File: src/rtl/thirty_two_bit_descrambler.sv
// rtl/thirty_two_bit_descrambler.sv - receive-side LFSR descrambler for the 32-bit XOR datapath
//
// Each accepted word is XORed with the current key, and then the key advances
// one Galois LFSR step. The output has a single registered stage.
//
// Ports:
//   clk        - single clock, rising edge
//   rst_n      - asynchronous active-low reset
//   seed_load  - one-cycle pulse: load key from seed (zero -> DEFAULT_SEED), enter RUN
//   seed       - new key value, sampled with seed_load
//   din        - scrambled input word
//   in_valid   - din is valid
//   in_ready   - block accepts din this cycle
//   dout       - descrambled word (registered)
//   out_valid  - dout is valid
//   out_ready  - consumer accepts dout this cycle
//   word_cnt   - words accepted since last seed_load or reset (wraps at 2^16)
//   running    - 1 once seeded (RUN state)

module thirty_two_bit_descrambler_key_step #(
  parameter logic [31:0] POLY = 32'h80200003
) (
  input  logic [31:0] key,
  output logic [31:0] key_next
);

  // Galois form: shift right, fold the feedback mask in when the bit shifted
  // out was a one.
  assign key_next = (key >> 1) ^ (key[0] ? POLY : 32'h0000_0000);

endmodule

module thirty_two_bit_descrambler #(
  parameter logic [31:0] POLY         = 32'h80200003,
  parameter logic [31:0] DEFAULT_SEED = 32'hFFFFFFFF
) (
  input  logic        clk,
  input  logic        rst_n,
  input  logic        seed_load,
  input  logic [31:0] seed,
  input  logic [31:0] din,
  input  logic        in_valid,
  output logic        in_ready,
  output logic [31:0] dout,
  output logic        out_valid,
  input  logic        out_ready,
  output logic [15:0] word_cnt,
  output logic        running
);

  typedef enum logic {
    IDLE = 1'b0,
    RUN  = 1'b1
  } state_t;

  state_t      state;
  state_t      state_next;
  logic [31:0] key;
  logic [31:0] key_next;
  logic [31:0] seed_key;
  logic        accept;
  logic        drain;

  thirty_two_bit_descrambler_key_step #(
    .POLY (POLY)
  ) u_key_step (
    .key      (key),
    .key_next (key_next)
  );

  // State register.
  always_ff @(posedge clk or negedge rst_n) begin
    if (!rst_n) begin
      state <= IDLE;
    end else begin
      state <= state_next;
    end
  end

  // Next state: a seed load always lands in RUN; only reset leaves it.
  always_comb begin
    state_next = state;
    if (seed_load) begin
      state_next = RUN;
    end
  end

  // State-derived outputs.
  always_comb begin
    running = 1'b0;
    if (state == RUN) begin
      running = 1'b1;
    end
  end

  // Ready only depends on our own state and the consumer, never on in_valid,
  // so the producer may wait for ready before raising valid. A seed load
  // blocks input for that cycle so the old key is never used on it.
  assign in_ready = running & ~seed_load & (~out_valid | out_ready);
  assign accept   = in_valid & in_ready;
  assign drain    = out_valid & out_ready;

  // A zero seed would lock the LFSR at zero, so it is replaced.
  assign seed_key = (seed == 32'h0000_0000) ? DEFAULT_SEED : seed;

  // Key and word counter move only on seed loads and accepts.
  always_ff @(posedge clk or negedge rst_n) begin
    if (!rst_n) begin
      key      <= DEFAULT_SEED;
      word_cnt <= 16'h0000;
    end else if (seed_load) begin
      key      <= seed_key;
      word_cnt <= 16'h0000;
    end else if (accept) begin
      key      <= key_next;
      word_cnt <= word_cnt + 16'h0001;
    end
  end

  // Output stage. A pending word is untouched by seed_load and holds while
  // the consumer stalls; accept and drain together refill it in place.
  always_ff @(posedge clk or negedge rst_n) begin
    if (!rst_n) begin
      dout      <= 32'h0000_0000;
      out_valid <= 1'b0;
    end else if (accept) begin
      dout      <= din ^ key;
      out_valid <= 1'b1;
    end else if (drain) begin
      out_valid <= 1'b0;
    end
  end

endmodule
File: config.mk
export PLATFORM = sky130hd
export DESIGN_NAME = thirty_two_bit_descrambler
export DESIGN_NICKNAME = d
export VERILOG_FILES = /design/src/rtl/thirty_two_bit_descrambler.sv
export SDC_FILE = /design/constraint.sdc
export NUM_CORES = 1
export LEC_CHECK = 0
export CAP_MARGIN = 40
export CORE_AREA = 2 2 97 99
export DETAILED_ROUTE_END_ITERATION = 10
export DIE_AREA = 0 0 99 101
export PLACE_DENSITY = 0.79
export SLEW_MARGIN = 20
export SYNTH_ARGS = -nofsm -noshare
export SYNTH_HDL_FRONTEND = slang
export SYNTH_SLANG_ARGS = --single-unit
File: constraint.sdc
create_clock -name clk -period 1.7 [get_ports clk]
set_input_delay 0.34 -clock clk [delete_from_list [all_inputs] [get_ports clk]]
set_output_delay 0.34 -clock clk [all_outputs]
set_load 0.01 [all_outputs]
==> impl_summary.md <==
Timing
The total count of max-transition violations in the final report is 0. The maximum operating frequency is 594 MHz. The final number of hold-violating endpoints was 0.

The worst path in the final design needs a cycle of 1.68 ns, including I/O delays and setup. Setup repair after global routing could not meet its margin everywhere. The final-report setup violation count is 0. The largest clock skew in the final design is 0.00819 ns. At the pin with the least slew margin, the transition time is 0.640 ns.

The worst relative slew slack is 57.3%. Setup slack on the critical path of the routed design comes to 0.0179 ns. The worst path uses 98.9% of the clock period.

Clock network
In this run the deepest clock path goes through 2 buffers. CTS saw 82 sinks. The number of buffers inserted during clock tree synthesis is 9. The root buffer cell is sky130_fd_sc_hd__clkbuf_8. The clock insertion delay at the later pin of the skew report is 0.34 ns. After clock tree synthesis, the clock-pin slew on the worst setup and hold paths is 0.08 ns. The number of H-tree levels is 3. TritonCTS built the clock tree.

Status
The run finished with clean final reports.

GRT
The initial antenna violation count is 0. The number of global-route vias before repair is 3509. The pin count of the biggest net entering global routing is 83. For this run, the total global-route usage over all layers was measured as 21.5%. The wire length of the first global-routing pass is 17100 um. The leftover overflow at the end of global routing is 0.

Die
The floorplan step set the die width to 99 um. The initial cell density of the core is 46.7%. The placeable core region is 0.00898 mm2. The die covers 0.0100 mm2. In this run the count of I/O pins placed on the die edge is 120. In this run the vertical extent of the chip is 101 um. The number of standard-cell rows in the floorplan is 35.

Logic synthesis
The synthesis-stage register bit count is 82. For this run, the number of Yosys warnings is 0. Synthesis produced a netlist whose cell count is 386. The mapped cell area is 0.00419 mm2. The share of the Yosys chip area taken by registers is 49.9%. The netlist uses 37 different library cells. The number of nets produced by synthesis is 456.

The mean instance size in the synthesized netlist is 10.9 um2.

Placement
The worst setup slack before clock tree synthesis is -0.515 ns. The routability congestion estimate is 0.778. The placed wire-length estimate after detailed placement is 7410 um.

Counting tap cells, the placed design contains a total of 636 instances. The count of buffers added on input and output ports is 119.

Critical path
The worst setup path is of the in2reg kind. The largest fanout of any net on the critical path is 11. The startpoint class of the critical path is an input pin. For the worst setup path, the data required time is 1.97 ns.

The kind of capture point of the worst setup path is a flop. For the worst setup path, the data arrival time is 1.95 ns.

Final layout
The repair_antennas step left the layout with diodes totalling 0. For this run, the share of the core covered by cells in the final layout is 68.6%. The net count of the finished layout is 612. The share of post-route cells with drive strength above 1 is 29.3%. The fill cell instance count of the final layout is 710. The number of non-filler instances in the completed layout is 658. The post-synthesis to final-layout area growth is 47.0%.

Route
After detailed routing, the number of vias per cell comes to 5.24. The wire length after detailed routing is 10600 um. The count of routing violations after the opening detailed-route iteration is 109. The total number of vias is 3448. In the final routed layout, each cell accounts on average for 16.1 um. The first detailed-routing pass took 4 iterations. The count of nets left with antenna violations once routing finished came out at 0. In the routed design, unresolved DRC markers number 0.

Worst hold path
The worst min-delay path class is in2async.

Power
IR analysis of the VDD net gives a maximum drop of 0.000459 V. The leakage power summed over all cells is 2.55 nW. The total power per unit cell area is 875 mW/mm2.

Run
The count of max-cap constraint violations is 0.
-- cells in the final DEF, fill, tap and decap left out, types with 11 or more instances in the layout --
master / n
sky130_fd_sc_hd__clkdlybuf4s50_1: 104
sky130_fd_sc_hd__dfrtp_1: 49
sky130_fd_sc_hd__nor2b_1: 33
sky130_fd_sc_hd__dfstp_2: 32
sky130_fd_sc_hd__xnor2_1: 36
sky130_fd_sc_hd__mux2_2: 31
sky130_fd_sc_hd__nand2_1: 41
sky130_fd_sc_hd__buf_4: 46
sky130_fd_sc_hd__a2bb2oi_2: 14
sky130_fd_sc_hd__a2bb2oi_1: 18
sky130_fd_sc_hd__o21ai_0: 35
sky130_fd_sc_hd__clkbuf_8: 11
-- area by class of cell --
cell class	instances	area [um2]	share of cell area (%)
Clock buffer	12	155	2.52
Clock inverter	4	50.0	0.812
Inverter	1	3.75	0.0609
Multi-Input combinational cell	278	2090	33.9
Sequential cell	82	2090	34.0
Tap cell	111	139	2.25
Timing Repair Buffer	170	1630	26.5
-- worst max-delay path, stage by stage --
cell	delay (ns)
sky130_fd_sc_hd__clkdlybuf4s50_1	0.47
sky130_fd_sc_hd__nand2b_1	0.13
sky130_fd_sc_hd__buf_4	0.13
sky130_fd_sc_hd__nand3_4	0.14
sky130_fd_sc_hd__or4_1	0.54
sky130_fd_sc_hd__a21oi_1	0.19
-- cells in the mapped netlist, drive strengths merged --
| master | instances | share of area (%) |
|---|---|---|
| a21oi | 10 | 1.2 |
| a2bb2oi | 32 | 6.7 |
| and2 | 1 | 0.15 |
| and2b | 1 | 0.21 |
| and3 | 3 | 0.45 |
| and4 | 1 | 0.27 |
| buf | 14 | 1.9 |
| clkbuf | 11 | 0.99 |
| dfrtp | 50 | 30 |
| dfstp | 32 | 20 |
| ha | 1 | 0.30 |
| inv | 1 | 0.089 |
| mux2 | 31 | 8.3 |
| mux2i | 1 | 0.24 |
| nand2 | 41 | 3.7 |
| nand2b | 1 | 0.15 |
| nand3 | 2 | 0.54 |
| nand4 | 7 | 1.6 |
| nor2 | 7 | 0.69 |
| nor2b | 33 | 4.9 |
| nor3b | 1 | 0.18 |
| nor4 | 9 | 1.3 |
| nor4b | 2 | 0.42 |
| o21ai | 35 | 4.2 |
| o31ai | 7 | 1.3 |
| or2 | 2 | 0.30 |
| or3 | 3 | 0.45 |
| or4 | 7 | 1.3 |
| xnor2 | 36 | 7.5 |
| xor2 | 4 | 0.84 |
-- stage by stage --
step           hold WS, ns  setup TNS [ns]  area [um2]  power, W
6_report           0.00107               0        6160   0.00539
5_1_grt             0.0108         -0.0453        6160   0.00569
4_1_cts             0.0193               0        6040   0.00541
3_5_place_dp         0.405          -23.73        5780   0.00392
3_3_place_gp         0.402          -21.12        5780   0.00387
2_1_floorplan       0.0444               0        4190   0.00313
-- final timing paths --
path,end,start,slack [ns],depth (start not counted)
worst max-delay path,word_cnt[13],out_ready,0.02,6
worst min-delay path,dout[17],rst_n,0.001,2
worst max register to register,word_cnt[13],word_cnt[6],0.09,4
worst min register to register,dout[20],dout[20],0.49,2
max in group asynchronous,key[6],rst_n,1.31,2
min in group clk,key[27],seed[27],0.32,3
-- logic make-up (layout without fill, tap and decap cells) --
kind of cell    count (synthesis)  in the layout  synth area share, %
compound gates                 84             84                 13.3
xor+xnor                       40             40                 8.36
buf+inv                        26            187                 3.01
simple gates                  121            121                 16.5
fa+ha+maj                       1              1                0.298
mux                            32             32                 8.57
flops                          82             82                 49.9
-- routing by layer --
| layer | share of wire, % | wire length (um) | track usage, % |
|---|---|---|---|
| met1 | 44 | 4690 | 28.1 |
| met2 | 50 | 5340 | 35.9 |
| met3 | 4.2 | 450 | 4.72 |
| met4 | 1.3 | 142 | 6.95 |
| met5 | 0 | 0 | 0 |
-- where the power goes --
group / switching [W] / leakage (nW) / internal, W
registers: 0.000196 / 0.976 / 0.00228
clock network: 0.000707 / 0.0986 / 0.000758
logic: 0.000548 / 1.47 / 0.000898
-- sequential cells by signal, indices dropped and copies added (netlist names) --
register and cells:
dout 32, key 32, word_cnt 16, out_valid 1, state 1
-- what timing repair did --
action	in CTS	in global routing
gates cloned	0	0
setup endpoints to repair	39	47
gates resized for setup	20	19
buffers inserted	0	6
hold buffers	0	0
pin swaps	2	2
(Power assumes the default switching activity.)
==> RTL change (config.mk and constraints unchanged) <==
Register the output `word_cnt` once more, with the module's reset; this adds one clock of latency there. The other outputs are not delayed to match.
--- a/src/rtl/thirty_two_bit_descrambler.sv
+++ b/src/rtl/thirty_two_bit_descrambler.sv
@@ -53,6 +53,8 @@
     RUN  = 1'b1
   } state_t;
 
+  logic [15:0] word_cnt_s0;
+
   state_t      state;
   state_t      state_next;
   logic [31:0] key;
@@ -107,13 +109,13 @@
   always_ff @(posedge clk or negedge rst_n) begin
     if (!rst_n) begin
       key      <= DEFAULT_SEED;
-      word_cnt <= 16'h0000;
+      word_cnt_s0 <= 16'h0000;
     end else if (seed_load) begin
       key      <= seed_key;
-      word_cnt <= 16'h0000;
+      word_cnt_s0 <= 16'h0000;
     end else if (accept) begin
       key      <= key_next;
-      word_cnt <= word_cnt + 16'h0001;
+      word_cnt_s0 <= word_cnt_s0 + 16'h0001;
     end
   end
 
@@ -131,4 +133,12 @@
     end
   end
 
+  always_ff @(posedge clk or negedge rst_n) begin
+    if (!rst_n) begin
+      word_cnt <= '0;
+    end else begin
+      word_cnt <= word_cnt_s0;
+    end
+  end
+
 endmodule
Function: changed (a bounded check fails within 4 cycles, from zero or initial values and one cycle with rst_n low).
==> RTL change against the original RTL <==
- the run now ends with setup timing left
- worst setup slack got worse by 36 ps
- cell count increased by 6.7%
- synthesized area rose by 4.8%
- critical path type unchanged
- cell area grew 4.2%
- sequential cell count up 16
- total power up 5.6%
- critical path depth shrank 1
- largest cell class unchanged
- wire length grew 4.2%
==> RTL change: results (changes against the original RTL) <==
Worst setup path
  • R2R setup slack: 60 ps (-30 ps)
  • Cell family with most CP delay: compound AO/OA/AOI/OAI gates
  • Worst path max stage delay: 560 ps (+20 ps)
  • CP max stage cell: sky130_fd_sc_hd__clkdlybuf4s50_1
  • Worst setup path start: in_valid
  • Endpoint of the worst register-to-register path: word_cnt_s0[10]
  • CP max FO: 7 (-4)

CTS
  • Clock latency reported for the late side of the worst-skew pair: 360 ps (+20 ps)
  • Total of cells resized after clock tree synthesis: 11 (-45%)
  • Number of buffers inserted for hold repair after clock tree synthesis: 1 (+1)

Timing
  • Worst slack on hold paths: 288.9 ps (+287.9 ps)
  • Final TNS setup: -17.74 ps (-17.74 ps)
  • Least-Margin Pin Slew: 430.1 ps (-210.0 ps)
  • Final setup violation count: 1 (+1)
  • Setup slack after layout: -17.74 ps (-35.61 ps)

Drt
  • Vias per Instance: 5.432 (+3.7%)
  • Number of optimization iterations in the first detailed-route pass: 5 (+1)
  • Detail Route met3 WL: 699 microns (+55%)

GRT
  • Global routing usage summed across all routing layers: 22.17% (+0.64 points)
  • Wire length of the first global-routing pass: 17.65 mm (+3.5%)
  • Pin count of the biggest net entering global routing: 43 (-48%)
  • Met3 demand-to-capacity share in global routing: 3.814% (-0.90 points)

Placed design
  • Instance area after placement: 0.006037 sq mm (+4.5%)
  • Pre-CTS worst setup slack: -468.4 ps (+46.77 ps)
  • DP HPWL: 7.910 mm (+6.8%)

Synth
  • Adder and majority cell fraction of the synthesized area: 0.2849% (-0.014 points)
  • Post-synthesis instance total: 435 (+13%)
  • Xor and xnor area share after synthesis: 7.778% (-0.58 points)
  • Compound-Gate Fraction of Synth Area: 12.71% (-0.61 points)

Finish
  • Final Net Count: 656 (+7.2%)
  • Number of fill cells in the layout: 620 (-13%)
  • Largest registers: dout (32), key (32)

Run status
  • Result of the run: complete, but fails checks
  • Violations in the final reports: setup timing
==> RTL change: changes by cell type in the layout (fill, tap and decap cells not counted), moves of 13 or more <==
cell                        delta
sky130_fd_sc_hd__nand2_1      +60
sky130_fd_sc_hd__nor2b_1      -33
sky130_fd_sc_hd__mux2_2       -31
sky130_fd_sc_hd__nor2_1       +31
sky130_fd_sc_hd__a2bb2oi_1    -18
sky130_fd_sc_hd__a32oi_1      +18
sky130_fd_sc_hd__dfrtp_1      +17
sky130_fd_sc_hd__a2bb2oi_2    -14
sky130_fd_sc_hd__a32oi_2      +13
==> RTL change: layout make-up <==
type	count	area share (%)
clock inverter	6	0.9938
sequential	98	38.82
clock buffer	10	1.988
tap	111	2.163
multi-input combinational	304	29.62
inverter	4	0.2338
timing repair buffer	169	26.19
==> RTL change: where the power goes <==
part | switching (mW) | internal (mW) | total, mW
Sequential | 0.209 | 2.66 | 2.87
Clock | 0.818 | 0.689 | 1.51
Combinational | 0.551 | 0.764 | 1.31
Total | 1.58 | 4.11 | 5.69
